--- src/rtl/mem_port_arbiter_if.sv ---
// Bus bundle between the fetch unit, the memory stage and the unified memory macro.
// The arbiter takes the slave view; the surrounding core/environment takes the master view.
interface mem_port_arbiter_if;
    logic        if_req;
    logic [31:0] if_addr;
    logic        if_flush;
    logic        if_gnt;
    logic        if_rvalid;
    logic [31:0] if_rdata;

    logic        dm_req;
    logic        dm_we;
    logic [3:0]  dm_be;
    logic [31:0] dm_addr;
    logic [31:0] dm_wdata;
    logic        dm_gnt;
    logic        dm_rvalid;
    logic [31:0] dm_rdata;

    logic        mem_req;
    logic        mem_we;
    logic [3:0]  mem_be;
    logic [31:0] mem_addr;
    logic [31:0] mem_wdata;
    logic [31:0] mem_rdata;

    logic        busy;

    modport slave (
        input  if_req, if_addr, if_flush,
        input  dm_req, dm_we, dm_be, dm_addr, dm_wdata,
        input  mem_rdata,
        output if_gnt, if_rvalid, if_rdata,
        output dm_gnt, dm_rvalid, dm_rdata,
        output mem_req, mem_we, mem_be, mem_addr, mem_wdata,
        output busy
    );

    modport master (
        output if_req, if_addr, if_flush,
        output dm_req, dm_we, dm_be, dm_addr, dm_wdata,
        output mem_rdata,
        input  if_gnt, if_rvalid, if_rdata,
        input  dm_gnt, dm_rvalid, dm_rdata,
        input  mem_req, mem_we, mem_be, mem_addr, mem_wdata,
        input  busy
    );
endinterface

--- src/rtl/mem_port_arbiter.sv ---
// Single-port memory arbiter: fetch vs. load/store, one access in flight at a time
// through a fixed-latency memory. Data side has priority; fetch wins once after
// STARVE_LIMIT consecutive contested data grants. A flush discards a pending fetch result.
module mem_port_arbiter #(
    parameter int MEM_LATENCY  = 2,
    parameter int STARVE_LIMIT = 4
) (
    input  logic               clk,
    input  logic               rstN,
    mem_port_arbiter_if.slave  bus
);

    localparam int CNT_W    = $clog2(MEM_LATENCY + 1);
    localparam int STARVE_W = $clog2(STARVE_LIMIT + 1);
    localparam logic [CNT_W-1:0]    CNT_INIT   = CNT_W'(MEM_LATENCY - 1);
    localparam logic [STARVE_W-1:0] STARVE_MAX = STARVE_W'(STARVE_LIMIT);
    localparam logic [31:0]         WORD_MASK  = 32'hFFFF_FFFC;

    typedef enum logic {IDLE, WAIT} state_t;

    state_t              state;
    logic                owner_dm;
    logic                store;
    logic                drop;
    logic [CNT_W-1:0]    cnt;
    logic [STARVE_W-1:0] starve;

    logic if_elig;
    logic pick_if;
    logic pick_dm;
    logic done;

    // Arbitration: a flushing fetch is never eligible; fetch beats data only when starved
    assign if_elig = bus.if_req && !bus.if_flush;
    assign pick_if = rstN && (state == IDLE) && if_elig && (!bus.dm_req || starve == STARVE_MAX);
    assign pick_dm = rstN && (state == IDLE) && bus.dm_req && !pick_if;
    assign done    = (state == WAIT) && (cnt == '0);

    assign bus.busy = (state == WAIT);

    // Grant-cycle memory strobes and completion-cycle read data, both combinational
    always_comb begin
        bus.if_gnt    = 1'b0;
        bus.dm_gnt    = 1'b0;
        bus.mem_req   = 1'b0;
        bus.mem_we    = 1'b0;
        bus.mem_be    = 4'h0;
        bus.mem_addr  = 32'h0;
        bus.mem_wdata = 32'h0;
        bus.if_rvalid = 1'b0;
        bus.if_rdata  = 32'h0;
        bus.dm_rvalid = 1'b0;
        bus.dm_rdata  = 32'h0;

        if (pick_if) begin
            bus.if_gnt   = 1'b1;
            bus.mem_req  = 1'b1;
            bus.mem_be   = 4'hF;
            bus.mem_addr = bus.if_addr & WORD_MASK;
        end else if (pick_dm) begin
            bus.dm_gnt    = 1'b1;
            bus.mem_req   = 1'b1;
            bus.mem_we    = bus.dm_we;
            bus.mem_be    = bus.dm_be;
            bus.mem_addr  = bus.dm_addr & WORD_MASK;
            bus.mem_wdata = bus.dm_wdata;
        end

        if (done) begin
            if (owner_dm) begin
                bus.dm_rvalid = 1'b1;
                bus.dm_rdata  = store ? 32'h0 : bus.mem_rdata;
            end else if (!drop && !bus.if_flush) begin
                bus.if_rvalid = 1'b1;
                bus.if_rdata  = bus.mem_rdata;
            end
        end
    end

    // Access sequencer: records the owner at grant, counts down the memory latency
    always_ff @(posedge clk or negedge rstN) begin
        if (!rstN) begin
            state    <= IDLE;
            owner_dm <= 1'b0;
            store    <= 1'b0;
            drop     <= 1'b0;
            cnt      <= '0;
            starve   <= '0;
        end else begin
            case (state)
                IDLE: begin
                    if (pick_if || pick_dm) begin
                        state    <= WAIT;
                        owner_dm <= pick_dm;
                        store    <= pick_dm && bus.dm_we;
                        drop     <= 1'b0;
                        cnt      <= CNT_INIT;
                    end
                    if (pick_if) begin
                        starve <= '0;
                    end else if (pick_dm && if_elig) begin
                        starve <= starve + 1'b1;
                    end
                end
                WAIT: begin
                    if (bus.if_flush && !owner_dm) begin
                        drop <= 1'b1;
                    end
                    if (cnt == '0) begin
                        state <= IDLE;
                    end else begin
                        cnt <= cnt - 1'b1;
                    end
                end
                default: state <= IDLE;
            endcase
        end
    end

endmodule

--- src/flat_wrapper.sv ---
// flat-port wrapper written by rule: the top's interface ports become plain ports
module mem_port_arbiter_flat 
#(
    parameter int MEM_LATENCY  = 2,
    parameter int STARVE_LIMIT = 4
)
  (clk, rstN, bus_if_req, bus_if_addr, bus_if_flush, bus_dm_req, bus_dm_we, bus_dm_be, bus_dm_addr, bus_dm_wdata, bus_mem_rdata, bus_if_gnt, bus_if_rvalid, bus_if_rdata, bus_dm_gnt, bus_dm_rvalid, bus_dm_rdata, bus_mem_req, bus_mem_we, bus_mem_be, bus_mem_addr, bus_mem_wdata, bus_busy);
  mem_port_arbiter_if bus_i ();
  input  logic clk;
  input  logic rstN;
  input wire logic [$bits(bus_i.if_req)-1:0] bus_if_req;
  input wire logic [$bits(bus_i.if_addr)-1:0] bus_if_addr;
  input wire logic [$bits(bus_i.if_flush)-1:0] bus_if_flush;
  input wire logic [$bits(bus_i.dm_req)-1:0] bus_dm_req;
  input wire logic [$bits(bus_i.dm_we)-1:0] bus_dm_we;
  input wire logic [$bits(bus_i.dm_be)-1:0] bus_dm_be;
  input wire logic [$bits(bus_i.dm_addr)-1:0] bus_dm_addr;
  input wire logic [$bits(bus_i.dm_wdata)-1:0] bus_dm_wdata;
  input wire logic [$bits(bus_i.mem_rdata)-1:0] bus_mem_rdata;
  output wire logic [$bits(bus_i.if_gnt)-1:0] bus_if_gnt;
  output wire logic [$bits(bus_i.if_rvalid)-1:0] bus_if_rvalid;
  output wire logic [$bits(bus_i.if_rdata)-1:0] bus_if_rdata;
  output wire logic [$bits(bus_i.dm_gnt)-1:0] bus_dm_gnt;
  output wire logic [$bits(bus_i.dm_rvalid)-1:0] bus_dm_rvalid;
  output wire logic [$bits(bus_i.dm_rdata)-1:0] bus_dm_rdata;
  output wire logic [$bits(bus_i.mem_req)-1:0] bus_mem_req;
  output wire logic [$bits(bus_i.mem_we)-1:0] bus_mem_we;
  output wire logic [$bits(bus_i.mem_be)-1:0] bus_mem_be;
  output wire logic [$bits(bus_i.mem_addr)-1:0] bus_mem_addr;
  output wire logic [$bits(bus_i.mem_wdata)-1:0] bus_mem_wdata;
  output wire logic [$bits(bus_i.busy)-1:0] bus_busy;
  assign bus_i.if_req = bus_if_req;
  assign bus_i.if_addr = bus_if_addr;
  assign bus_i.if_flush = bus_if_flush;
  assign bus_i.dm_req = bus_dm_req;
  assign bus_i.dm_we = bus_dm_we;
  assign bus_i.dm_be = bus_dm_be;
  assign bus_i.dm_addr = bus_dm_addr;
  assign bus_i.dm_wdata = bus_dm_wdata;
  assign bus_i.mem_rdata = bus_mem_rdata;
  assign bus_if_gnt = bus_i.if_gnt;
  assign bus_if_rvalid = bus_i.if_rvalid;
  assign bus_if_rdata = bus_i.if_rdata;
  assign bus_dm_gnt = bus_i.dm_gnt;
  assign bus_dm_rvalid = bus_i.dm_rvalid;
  assign bus_dm_rdata = bus_i.dm_rdata;
  assign bus_mem_req = bus_i.mem_req;
  assign bus_mem_we = bus_i.mem_we;
  assign bus_mem_be = bus_i.mem_be;
  assign bus_mem_addr = bus_i.mem_addr;
  assign bus_mem_wdata = bus_i.mem_wdata;
  assign bus_busy = bus_i.busy;
  mem_port_arbiter #(.MEM_LATENCY(MEM_LATENCY), .STARVE_LIMIT(STARVE_LIMIT)) u_core (.clk(clk), .rstN(rstN), .bus(bus_i));
endmodule
--- config.mk ---
export PLATFORM = sky130hd
export DESIGN_NAME = mem_port_arbiter_flat
export DESIGN_NICKNAME = d
export VERILOG_FILES = /design/src/rtl/mem_port_arbiter_if.sv /design/src/rtl/mem_port_arbiter.sv /design/src/flat_wrapper.sv
export SDC_FILE = /design/constraint.sdc
export NUM_CORES = 1
export LEC_CHECK = 0
export ABC_AREA = 1
export CAP_MARGIN = 25
export CORE_AREA = 2 2 106 108
export DETAILED_ROUTE_END_ITERATION = 8
export DIE_AREA = 0 0 108 110
export GPL_TIMING_DRIVEN = 0
export HOLD_SLACK_MARGIN = 0.1
export PLACE_DENSITY_LB_ADDON = 0.12
export SLEW_MARGIN = 20
export SYNTH_ARGS = -nofsm -noshare
export SYNTH_HDL_FRONTEND = slang
export SYNTH_SLANG_ARGS = --single-unit
--- constraint.sdc ---
create_clock -name clk -period 3.4 [get_ports clk]
set_input_delay 0.68 -clock clk [delete_from_list [all_inputs] [get_ports clk]]
set_output_delay 0.68 -clock clk [all_outputs]
set_load 0.005 [all_outputs]
==> results of run 1 <==
==> cell type report <==
class | count | area share, %
Buffer | 20 | 2.89
Clock buffer | 4 | 0.963
Inverter | 82 | 6.58
Multi-Input combinational cell | 241 | 23.0
Sequential cell | 9 | 4.82
Tap cell | 140 | 3.75
Timing Repair Buffer | 272 | 58.0
==> Yosys cell counts <==
master,number,area share (%)
nor2_1,89,19
nand3_1,37,11
nand2_1,87,19
nand2_4,1,0.65
conb_1,1,0.22
xor2_1,1,0.50
nand2_2,1,0.36
buf_2,6,1.7
clkbuf_1,3,0.65
ha_1,3,2.2
inv_2,4,0.86
or2_2,1,0.36
nor2_2,11,4.0
nand3_4,2,2.0
buf_6,3,1.9
nand4_1,3,1.1
dfrtp_1,9,13
buf_4,8,3.5
nor3_4,1,0.94
inv_1,78,17
o21ai_0,2,0.58
==> per-stage QoR <==
step,setup TNS (ns),hold slack [ns]
2_1_floorplan,0,0.384
4_1_cts,0,0.521
3_5_place_dp,-12.20,0.509
3_3_place_gp,-11.43,0.481
5_1_grt,0,0.352
6_report,0,0.335
==> how the worst min path moves through the flow <==
stage	end	slack, ns	depth (start not counted)	from
2_1_floorplan	u_core.bus.busy	0.38	0	rstN
3_3_place_gp	u_core.drop	0.48	2	u_core.drop
3_5_place_dp	u_core.drop	0.51	2	u_core.drop
4_1_cts	u_core.drop	0.52	2	u_core.drop
5_1_grt	u_core.starve[0]	0.35	1	rstN
6_report	u_core.starve[0]	0.33	1	rstN
==> kinds of logic (layout without fill, tap and decap cells) <==
family	Yosys count	in the layout	share of synthesized area [%]
other	1	2	0.216
buffers and inverters	102	378	25.5
AO/OA/AOI/OAI	2	2	0.576
XOR/XNOR	1	1	0.504
adder cells (fa/ha/maj)	3	3	2.16
flip-flops	9	9	13.0
AND/OR/NAND/NOR	233	233	58.1
==> timing repair <==
item	4_1_cts	5_1_grt
setup buffers	0	2
resized for setup	1	3
setup endpoints to repair	69	92
==> state kept, by name (all words and copies together) (netlist names) <==
name,count
u_core.store,1
u_core.cnt,2
u_core.starve,3
u_core.bus.busy,1
u_core.drop,1
u_core.owner_dm,1
==> power groups by stage <==
stage	sequential, mW	combinational (mW)	clock [mW]
finish	0.196	0.927	0.123
floorplan	0.186	0.384	0
CTS	0.197	0.941	0.128
detailed placement	0.199	0.937	0
global placement	0.195	0.926	0
global route	0.206	1.03	0.137
==> layer usage <==
| metal | share of wire [%] | wire length, um | vias to the layer above | GRT usage [%] |
|---|---|---|---|---|
| met4 | 0.83 | 75 | 0 | 2.29 |
| li1 | - | - | 1554 | - |
| met3 | 12 | 1070 | 6 | 4.12 |
| met5 | 0 | 0 | - | 0 |
| met1 | 34 | 3090 | 1242 | 12.8 |
| met2 | 53 | 4780 | 166 | 26.9 |
==> worst max-delay path, delay by kind of cell <==
kind | cells | cell delay (ns)
buffers and inverters | 4 | 1.30
and+or+nand+nor | 4 | 0.53
==> key figures, run 1 <==
Finish
  • Diode count: 0
  • Fillers: between 1000 and 1500
  • Fin nets: 770
  • Finished Layout Cells: ~770
  • Most frequent cells in the layout: 269 x clkdlybuf4s50_1, 88 x nor2_1, 87 x nand2_1, 78 x inv_1, 37 x nand3_1
  • Final core utilization: 43.7%
  • Final Cell Area: around 4700 um2
  • Multi-input gate area: 1070 um2
  • Commonest non-fill, non-tap cell in the layout: clkdlybuf4s50_1
  • Area delta synth->final: 169%
  • Fraction of layout cells with a size suffix above 1: roughly 7%
  • Sequential cell area: 225 um2

Routing
  • DR vias: a little under 3000
  • Post-route DRC violation count: 0
  • Drt total wl: 9.01 mm
  • DRT iter0 DRCs: 108
  • DR WL/cell: between 10 and 15 um
  • Antenna-violating nets left: 0
  • First drt pass iteration count: 4
  • Via-to-Cell Ratio: 3.86

Global routing
  • Vias in the first global route: 2647
  • Global-route wire length before repair: 12.6 mm
  • Initial antenna violation count: 0
  • Tot GR Track Use: 13.1%
  • Pin count of the biggest net entering global routing: 13
  • GRT Residual Overflow: 0

Power and ir drop
  • Leakage: ~2.3 nW
  • Logic gate share of total power: 74.3%
  • Net Switching: 471 uW
  • Overall Power: 1.25 mW
  • Internal power: 776 uW
  • Sequential Power Share: approximately 16%
  • Worst VDD drop: 0.000126 V
  • Clock Power Share: roughly a tenth
  • Net Sw Frac: 37.8%
  • Pwr/cell area: 267 nW/um2

Clock network
  • CTS max path bufs: 2
  • Clock tree sinks: 9
  • Post-CTS Hold Buffers: 0
  • TritonCTS Buffers: 3
  • Worst-path clk slew: 0.05 ns
  • Skew-Pair Late Insertion Delay: roughly 0.23 ns
  • H-tree lvl count: 1
  • Clock root cell: clkbuf_8
  • CTS tree: done

Floorplanning
  • Die ar.: 11900 um2
  • Core Rows: 38
  • Core footprint: 10700 um2
  • Initial core utilization: around 16%
  • IO Pins: 277
  • Die span in y: 110 um
  • Die X-Extent: 108 um

Placement
  • Dpl cells: roughly 760
  • Post-detail-place hpwl: a little under 8 mm
  • Port bufs: 270
  • Placed cell area: 4620 um2
  • Routability cong.: approximately 0.76
  • Worst Setup Slack post-DPL: -0.237 ns

Logic synthesis
  • Avg Cell Area, Syn: 4.95 um2
  • Distinct cells, synth: 21
  • Ys Warns: 0
  • Post-synthesis cell count: approximately 350
  • Register bit total from synthesis: 9
  • Seq/Total Area, Yosys: 13.0%
  • Mapped cell area: 1740 um2

STA
  • Post-layout worst setup margin: just over 0.2 ns
  • Tmin final: 3.20 ns
  • Hold Vio Cnt, Final: 0
  • Max Slew Vio Count: 0
  • Crit share post-route: 94.0%
  • F_max: between 0.3 and 0.4 GHz
  • Clk_skew: approximately 0.0060 ns
  • RSZ-0062 raised after global routing: false
  • Final setup viols: 0

Worst setup path
  • WS Path Type: in2out
  • Worst R2R End: u_core.owner_dm
  • Worst EP arrival: 2.52 ns
  • CP max stage cell: clkdlybuf4s50_1
  • CP max FO: 10
  • Crit path cell chain: clkdlybuf4s50_1, nor2_2, nand3_4, inv_2, buf_4, nand2_1, nand2_1, clkdlybuf4s50_1
  • CP required: 2.72 ns
  • Worst r2r src: u_core.starve[0]
  • R2R cell count: 7
  • Critical Path Source Type: input pin
  • Worst path max stage delay: 0.51 ns
  • Crit path capture: bus_mem_addr[5]
  • Flop-to-flop setup slack: between 2 and 2.5 ns
  • Crit end category: primary output
  • Worst Setup SP: bus_if_flush

Job
  • Max_cap viols: 0

Status
  • Status: complete, no violations

Hold path
  • Hold Crit Class: in2async
No activity file was read; power rests on OpenSTA's default activity.
==> run 2, diff against run 1 <==
Settings changed: CAP_MARGIN 25 to default.
==> results of run 2 <==
The final DEF is identical to that of run 1; final timing and power are the same.
